===== config.mk =====
export PLATFORM = sky130hd
export DESIGN_NAME = mem_access_ctrl
export DESIGN_NICKNAME = d
export VERILOG_FILES = /design/src/rtl/mem_access_ctrl.sv
export SDC_FILE = /design/constraint.sdc
export NUM_CORES = 1
export LEC_CHECK = 0
export CELL_PAD_IN_SITES_DETAIL_PLACEMENT = 1
export CELL_PAD_IN_SITES_GLOBAL_PLACEMENT = 2
export CORE_MARGIN = 3
export CORE_UTILIZATION = 27
export CTS_BUF_LIST = sky130_fd_sc_hd__clkbuf_4
export CTS_CLUSTER_DIAMETER = 80
export DETAILED_ROUTE_END_ITERATION = 8
export PLACE_DENSITY_LB_ADDON = 0.3
export SYNTH_ARGS = -nofsm -noshare
export SYNTH_HDL_FRONTEND = slang
export SYNTH_SLANG_ARGS = --single-unit

===== constraint.sdc =====
create_clock -name clk -period 2.3 [get_ports clk]
set_clock_uncertainty 0.15 [all_clocks]
set_input_delay 0.69 -clock clk [delete_from_list [all_inputs] [get_ports clk]]
set_output_delay 0.69 -clock clk [all_outputs]
set_load 0.01 [all_outputs]

===== src/rtl/mem_access_ctrl.sv =====
// mem_access_ctrl: MEM-stage bridge between the EX/MEM pipeline register and
// a single-outstanding-request memory port. Each load/store runs
// IDLE (stall) -> BUSY (request out, wait for ack) -> DONE (release pipeline).
// Optional feature macro: MEM_TIMEOUT_EN (BUSY aborts after TIMEOUT_CYCLES
// without ack and sets the sticky mem_err flag).
//
// Handshake: mem_req is a level held, together with mem_we/mem_addr/mem_wdata,
// from the IDLE->BUSY edge until the edge on which mem_ack is sampled high in
// BUSY (or the timeout fires); mem_ack is only meaningful in BUSY and
// mem_rdata is only sampled together with it.
module mem_access_ctrl #(
  parameter int ADDR_W         = 64,
  parameter int DATA_W         = 64,
  parameter int TIMEOUT_CYCLES = 16
) (
  input  logic              clk,
  input  logic              reset,
  input  logic              MemtoReg_Out,
  input  logic              MemWrite_Out,
  input  logic [ADDR_W-1:0] AluOut,
  input  logic [DATA_W-1:0] DataOut,
  input  logic              mem_ack,
  input  logic [DATA_W-1:0] mem_rdata,
  output logic              mem_req,
  output logic              mem_we,
  output logic [ADDR_W-1:0] mem_addr,
  output logic [DATA_W-1:0] mem_wdata,
  output logic              stall,
  output logic [DATA_W-1:0] load_data,
  output logic              load_valid,
  output logic              mem_err,
  output logic [1:0]        dbgState
);

  typedef enum logic [1:0] {
    IDLE = 2'd0,
    BUSY = 2'd1,
    DONE = 2'd2
  } state_t;

  state_t state;
  state_t nextState;
  logic   pending;
  logic   timeoutHit;

  assign pending  = MemtoReg_Out | MemWrite_Out;
  assign dbgState = state;

`ifdef MEM_TIMEOUT_EN
  localparam logic [7:0] TimeoutLast = 8'(TIMEOUT_CYCLES - 1);

  logic [7:0] busyCnt;

  assign timeoutHit = (state == BUSY) && !mem_ack && (busyCnt == TimeoutLast);

  // Count un-acked BUSY cycles; the sticky error flag is only cleared by reset.
  always_ff @(posedge clk or negedge reset) begin
    if (!reset) begin
      busyCnt <= 8'd0;
      mem_err <= 1'b0;
    end else if (state == IDLE && pending) begin
      busyCnt <= 8'd0;
    end else if (state == BUSY && !mem_ack) begin
      if (timeoutHit) mem_err <= 1'b1;
      else            busyCnt <= busyCnt + 8'd1;
    end
  end
`else
  assign timeoutHit = 1'b0;
  assign mem_err    = 1'b0;
`endif

  // State register.
  always_ff @(posedge clk or negedge reset) begin
    if (!reset) state <= IDLE;
    else        state <= nextState;
  end

  // Next-state and stall; DONE always returns to IDLE because EX/MEM moves on.
  always_comb begin
    nextState = state;
    stall     = 1'b0;
    case (state)
      IDLE: begin
        if (pending) begin
          stall     = 1'b1;
          nextState = BUSY;
        end
      end
      BUSY: begin
        stall = 1'b1;
        if (mem_ack || timeoutHit) nextState = DONE;
      end
      DONE:    nextState = IDLE;
      default: nextState = IDLE;
    endcase
  end

  // Memory request registers and load capture; a store wins over a load.
  always_ff @(posedge clk or negedge reset) begin
    if (!reset) begin
      mem_req    <= 1'b0;
      mem_we     <= 1'b0;
      mem_addr   <= '0;
      mem_wdata  <= '0;
      load_data  <= '0;
      load_valid <= 1'b0;
    end else begin
      load_valid <= 1'b0;
      case (state)
        IDLE: begin
          if (pending) begin
            mem_req   <= 1'b1;
            mem_we    <= MemWrite_Out;
            mem_addr  <= AluOut;
            mem_wdata <= DataOut;
          end
        end
        BUSY: begin
          if (mem_ack) begin
            mem_req <= 1'b0;
            if (!mem_we) begin
              load_data  <= mem_rdata;
              load_valid <= 1'b1;
            end
          end else if (timeoutHit) begin
            mem_req <= 1'b0;
          end
        end
        default: ;
      endcase
    end
  end

endmodule


## Word level (Yosys, flattened, before mapping)

Index checks and enable logic that the tools add are counted.

- Reduce and logical (&&, ||, !) cells: 6
- Mux-type cells: 11
- Equal/unequal tests: 3
- Bitwise operators: 2

Operators by type and width:

| kind | number |
|---|---|
| 1-bit 2-to-1 mux | 6 |
| 3-bit AND reduction | 2 |
| 2-bit 2-to-1 mux | 2 |
| 2-bit != test, second input constant | 2 |
| 1-bit case mux with 2 select lines | 2 |
| 2-bit case mux with 2 select lines | 1 |
| 2-bit AND reduction | 2 |
| 2-bit by 1-bit == test with 1-bit output, second input constant | 1 |
| 2-bit logical NOT | 1 |
| 2-bit nonzero test | 1 |
| 1-bit NOT | 1 |
| 1-bit OR | 1 |

- Logic and storage cells: 29
- Output and inout bits: 199
- Register bits after elaboration: 197

## Logic depth before layout (Yosys ltp)

Gate-level depths: netlist of the first run.

- Depth in word-level cells: 3
- Gate-level depth with buffers: 5
- Mapped depth without buffers: 3

## Least setup slack after synthesis of the first run

OpenSTA, ideal clock, no wires.

- Path kind: input port to flip-flop
- From: input port mem_ack
- To: register load_data[14]
- Stages on the path: 5
- Arrival time: 1.541 ns
- Data required time: 2.023 ns
- Path buffers: 2
- Setup slack: 0.482 ns
- Library setup time: 0.127 ns
- Cell sequence: nand2_1 nor3_2 buf_4 buf_6 mux2_1

- Cells in the longest elaborated chain, start to end: 1

Ends and longest elaborated chain:

| element | line | source |
|---|---|---|
| start: declaration | 22 | `input logic mem_ack,` |
| 3-bit AND reduction (no source line) | - |  |
| end signal: assignment | 123 | `load_data <= mem_rdata;` |
| end: declaration | 29 | `output logic [DATA_W-1:0] load_data,` |

No other way between the ends.
A chain may end at the register's enable or synchronous reset.

## Worst setup path in the final report of the first run

- From: register mem_addr[19]
- To: output port mem_addr[19]

RTL lines:

| element | line | source |
|---|---|---|
| start: declaration | 26 | `output logic [ADDR_W-1:0] mem_addr,` |
| start signal: assignment | 115 | `mem_addr <= AluOut;` |

No word-level cell between the ends.

==> results.yml, run 1 <==
outcome:
  status: "completed"
min_path:
  min_path_type: "flip-flop to flip-flop"
  hold_depth: 1
  min_from: "load_data[60]"
  whs_endpoint: "load_data[60]"
finish:
  fin_nets: 1060
  fin_util_pct: 44.56
  area_growth_pct: 60.08
  drive_above_1_share_pct: 26.03
  fill_cells: 2932
logic_synthesis:
  synth_simple_gate_area_share_pct: 0.7003
  synth_fa_ha_area_share_pct: 0
  synth_top_cell_area_share_pct: 62.71
  synth_top_family_by_area: "multiplexers"
  postSynthAreaPerCell_um2: 18.50
  yosys.area.top_type: "dfrtp_1"
  syn-num-nets: 622
  ys_ff_latch: 197
  ys.warnings.count: 0
  synth.most_common_cell: "dfrtp_1"
  synth_mux_area_share_pct: 32.71
  synth_xor_xnor_area_share_pct: 0
  ys_seq_area_share_pct: 62.71
  synthFlopType: "dfrtp_1"
  async_flop_share_pct: 100.0
  yosysUniqueCellTypes: 20
  synth_edf_count: 0
  syn-instance-count: 425
  syn-cell-area_mm2: 0.007861
  synth-compound-area-share_pct: 0.4138
  synthTopCellsByCount: "dfrtp_1 (197), mux2_4 (109), mux2_1 (49)"
  synth_area_leaders: "dfrtp_1 (63%), mux2_4 (21%), mux2_1 (7.0%)"
worst_setup_path:
  crit_required_ns: 1.46
  crit_family: "flip-flops"
  endpoint_kind: "primary output"
  r2r_start: "dbgState[0]"
  worstPathCellList: "dlygate4sd2_1"
  r2r_end: "mem_addr[50]"
  worstSetupPathDepth: 1
  r2r_slack_ns: 0.40
  cp.arrival_ns: 1.32
  cp_max_fo: 2
  worst-path-buf-inv: 1
  slowest_stage: "dfrtp_1"
  rr_worst_depth: 5
  critPathKind: "flip-flop to primary output"
  cp-startpoint: "mem_addr[19]"
  cp_slowest_stage_delay_ns: 0.44
  crit_path_start_kind: "flip-flop"
sta:
  worstMarginPinSlew_ns: 0.5700
  drv_slew: 0
  hold_viol: 0
  post-route-period-util_pct: 93.86
  fin_hold_ws_ns: 0.3526
  rsz0062_at_grt: "no"
  setup_violations: 0
  setup_ws_ns: 0.1413
  relSlewSlack_pct: 62.00
  post-route-min-period_ns: 2.159
  clock.fmax_mhz: 463.2
die:
  die_area_mm2: 0.03120
  rows: 61
  io_pins: 396
  die_y_um: 176.6
  core_mm2: 0.02824
  die_x_um: 176.6
  start_util_pct: 27.84
clock_tree:
  cts_tree: "done"
  clk_latency_ns: 0.56
  clkSinkCount: 197
  h-tree-depth: 4
  ctsRootBufferMaster: "clkbuf_4"
  path_clk_slew_ns: 0.19
  cts_buffers: 17
  clockBufferDepth: 2
global_routing:
  first_global_vias: 6132
  grt_max_degree: 61
  globalRouteOverflowTotal: 0
  grt_pass1_wl_mm: 37.18
  grt.total_usage_pct: 15.57
  antenna_found_initial: 1
placed_design:
  io_buffers: 394
  dp_slack_ns: -0.4700
  place.gp.congestion: 0.7626
  dp_hpwl_mm: 18.90
pwr:
  ir_worst_vdd_uv: 474.3
  total_leakage_power_nw: 5.788
  pwr_density_cell_mw_per_mm2: 1204
job:
  cap_violations: 0
route:
  via_per_inst: 4.173
  vias: 5237
  drt.antenna.violating_nets: 0
  drt-total-wl_mm: 24.44
  drtIter0Drc: 109
  drtPass1Iterations: 3
  drc: 0
  avgRoutedWirePerCell_um: 19.47
-- power breakdown --
group	internal (mW)	switching, mW
sequential	5.16	0.886
combinational	4.23	2.98
clock	0.517	1.38
total	9.90	5.25
-- layer usage --
| metal | wire, µm | vias up | share of wire, % | global-route usage (%) |
|---|---|---|---|---|
| met4 | 334 | 0 | 1.4 | 4.255 |
| li1 | - | 2359 | - | - |
| met2 | 12680 | 232 | 52 | 28.06 |
| met1 | 9104 | 2629 | 37 | 17.12 |
| met5 | 0 | - | 0 | 0 |
| met3 | 2319 | 17 | 9.5 | 6.006 |
-- how the worst max path moves through the flow --
stage | to
final | mem_addr[19]
after CTS | stall
after floorplan | load_data[14]
after global routing | mem_addr[4]
after global placement | stall
after detailed placement | stall
-- timing repair --
action	CTS	global route
buffers inserted	17	0
hold buffers	1	0
gates resized for setup	204	3
pin swaps	1	2
setup endpoints to repair	198	2
hold endpoints to repair	50	0
-- per-stage QoR --
step / cells / setup TNS (ns) / area, µm² / total power [mW]
floorplan: 425 / 0 / 7861 / 9.684
global placement: 1204 / -23.24 / 12400 / 14.32
detailed placement: 1204 / -26.93 / 12400 / 14.55
CTS: 1254 / -0.1560 / 12590 / 15.48
global route: 1255 / 0 / 12580 / 16.15
finish: 1255 / 0 / 12580 / 15.15
-- cells in the final DEF, fill, tap and decap left out, drive strengths merged, types with 2 or more instances in the layout --
| master | instances |
|---|---|
| dlygate4sd2 | 197 |
| dfrtp | 197 |
| clkdlybuf4s50 | 193 |
| mux2 | 192 |
| buf | 47 |
| clkbuf | 20 |
| inv | 7 |
| clkinv | 7 |
| nor2 | 3 |
| nand2 | 2 |
| nor3 | 2 |
-- flip-flops by register name, summed over array words and instances, names as in the netlist --
register / cells
dbgState: 2
mem_addr: 64
mem_we: 1
mem_req: 1
load_data: 64
load_valid: 1
mem_wdata: 64
-- final cells by class --
class	instances	area [µm²]	area share, %
Antenna cell	1	2.502	0.01988
Clock buffer	18	135.1	1.074
Clock inverter	14	157.7	1.253
Multi-Input combinational cell	206	2674	21.25
Sequential cell	197	4931	39.18
Tap cell	378	473.0	3.758
Timing Repair Buffer	441	4212	33.47
-- cells by family (layout without fill, tap and decap cells) --
family          after synthesis  after routing
mux                         192            192
compound gates                3              3
flops                       197            197
simple gates                 10             10
buf+inv                      22            473
other cells                   1              2
No activity file was read; power rests on OpenSTA's default activity.
==> inputs of run 2 (changes only) <==
--- a/config.mk
+++ b/config.mk
@@ -9,10 +9,11 @@
 export CELL_PAD_IN_SITES_GLOBAL_PLACEMENT = 2
 export CORE_MARGIN = 3
 export CORE_UTILIZATION = 27
-export CTS_BUF_LIST = sky130_fd_sc_hd__clkbuf_4
+export CTS_BUF_LIST = sky130_fd_sc_hd__clkbuf_8
 export CTS_CLUSTER_DIAMETER = 80
 export DETAILED_ROUTE_END_ITERATION = 8
 export PLACE_DENSITY_LB_ADDON = 0.3
+export SLEW_MARGIN = 15
 export SYNTH_ARGS = -nofsm -noshare
 export SYNTH_HDL_FRONTEND = slang
 export SYNTH_SLANG_ARGS = --single-unit
==> run 2 against run 1 <==
  * Critical endpoint is now mem_wdata[45]
  * Combinational power is 11% higher
  * Critical path type unchanged
  * Global-route usage is essentially flat
  * Register-to-register slack worse by 0.02 ns
==> results.yml, run 2 (synthesis results as in run 1) <==
outcome:
  status: "completed"
pwr:
  power.switching_mw: 5.314
  clkPwrFrac_pct: 14.0
  seqPwrFrac_pct: 37.3
  total_leakage_power_nw: 6.159
  switching_share_pct: 32.44
  power_frac_comb_pct: 48.7
  pwr_density_cell_mw_per_mm2: 1262
  power.internal_mw: 11.07
  total_power_mw: 16.38
  ir_worst_vdd_uv: 512.8
route:
  drtPass1Iterations: 4
  drt-total-wl_mm: 24.48
  drt.antenna.violating_nets: 0
  drtIter0Drc: 137
  vias: 5211
  avgRoutedWirePerCell_um: 19.74
  drc: 0
  via_per_inst: 4.202
clock_tree:
  cts_tree: "done"
  ctsRootBufferMaster: "clkbuf_8"
  h-tree-depth: 4
  clkSinkCount: 197
  cts_buffers: 17
  clockBufferDepth: 2
  clk_latency_ns: 0.45
  path_clk_slew_ns: 0.13
  ctsHoldBuffers: 0
worst_setup_path:
  endpoint_kind: "primary output"
  critPathKind: "flip-flop to primary output"
  crit_required_ns: 1.46
  crit_path_start_kind: "flip-flop"
  cp_slowest_stage_delay_ns: 0.59
  worst-path-buf-inv: 1
  crit_family: "buffers and inverters"
  cp.arrival_ns: 1.39
  cp_max_fo: 2
  worstPathCellList: "clkdlybuf4s50_1"
  slowest_stage: "clkdlybuf4s50_1"
finish:
  n_antenna_cell: 0
  layout_commonest_cell: "clkdlybuf4s50_1"
  fin_nets: 1046
  final_cell_mix: "clkdlybuf4s50_1 (299), dfrtp_1 (196), mux2_4 (109)"
  drive_above_1_share_pct: 24.83
  design_area_mm2: 0.01298
  reg_top3: "load_data (64), mem_addr (64), mem_wdata (64)"
  seq_area_mm2: 0.004931
  area_growth_pct: 65.14
  fill_cells: 2866
  multi_input_area_mm2: 0.002674
placed_design:
  placed_cell_area_mm2: 0.01240
  place.gp.congestion: 0.7626
  io_buffers: 394
  dp_hpwl_mm: 18.90
min_path:
  min_path_type: "input pin to async pin"
sta:
  hold_viol: 0
  tns_ns: 0
  clock.fmax_mhz: 447.6
  fin_hold_ws_ns: 0.06678
  post-route-min-period_ns: 2.234
  drv_slew: 0
  relSlewSlack_pct: 61.86
  post-route-period-util_pct: 97.14
  setup_violations: 0
  worstMarginPinSlew_ns: 0.5722
die:
  die_area_mm2: 0.03120
  start_util_pct: 27.84
  io_pins: 396
  rows: 61
  die_x_um: 176.6
  core_mm2: 0.02824
  die_y_um: 176.6
global_routing:
  antenna_found_initial: 0
  grt_pass1_wl_mm: 37.19
  grt_max_degree: 61
  globalRouteOverflowTotal: 0
  first_global_vias: 6101
  grt.total_usage_pct: 15.53
job:
  cap_violations: 0
run 2: cell count changes in the layout (fill, tap and decap cells not counted), moves of 13 or more:
cell | previous run | this run
clkdlybuf4s50_1 | 193 | 299
clkbuf_4 | 18 | 0
dlygate4sd2_1 | 197 | 23
buf_4 | 33 | 20
clkbuf_8 | 1 | 19
dlymetal6s2s_1 | 1 | 70
run 2: routing by layer:
metal	vias to the layer above	global-route usage, %	share of wire (%)
met5	-	0	0
met4	0	4.583	1.6
met3	21	5.856	9.5
met2	240	27.48	51
met1	2628	17.43	38
li1	2322	-	-
run 2: stage by stage:
| stage | cells | util (%) | worst slack, ns |
|---|---|---|---|
| finish | 1240 | 45.97 | 0.06580 |
| CTS | 1238 | 45.30 | -0.07021 |
| global route | 1240 | 45.97 | -0.01819 |
| floorplan | 425 | - | 0.4820 |
| global placement | 1204 | 43.91 | -0.4923 |
| detailed placement | 1204 | 43.91 | -0.4700 |
run 2: path summary, 6_finish.rpt:
path	startpoint	slack, ns	endpoint	cells past startpoint
worst max-delay path	mem_wdata[45]	0.07	mem_wdata[45]	1
worst min register to register	load_data[60]	0.35	load_data[60]	1
worst max register to register	dbgState[0]	0.38	mem_addr[50]	5
min in group clk	load_data[60]	0.35	load_data[60]	1
max in group asynchronous	reset	1.29	load_data[4]	2
worst min-delay path	reset	0.07	load_data[58]	1
run 2: cell type report:
cell class / count / share of cell area (%)
Multi-Input combinational cell: 206 / 20.60
Timing Repair Buffer: 427 / 34.66
Clock inverter: 14 / 1.214
Clock buffer: 18 / 1.908
Sequential cell: 197 / 37.98
Tap cell: 378 / 3.643
run 2: repair_timing:
item,CTS,global route
endpoints found under the setup margin,26,70
resized for setup,29,70
pin swaps,1,1
buffers inserted,2,2
run 2: power by group through the flow:
stage	clock network [mW]	logic (mW)	registers [mW]
3_3_place_gp	0	8.20	6.13
4_1_cts	2.41	8.26	6.16
3_5_place_dp	0	8.33	6.22
6_report	2.30	7.97	6.11
2_1_floorplan	0	2.76	6.92
5_1_grt	2.58	8.46	6.34
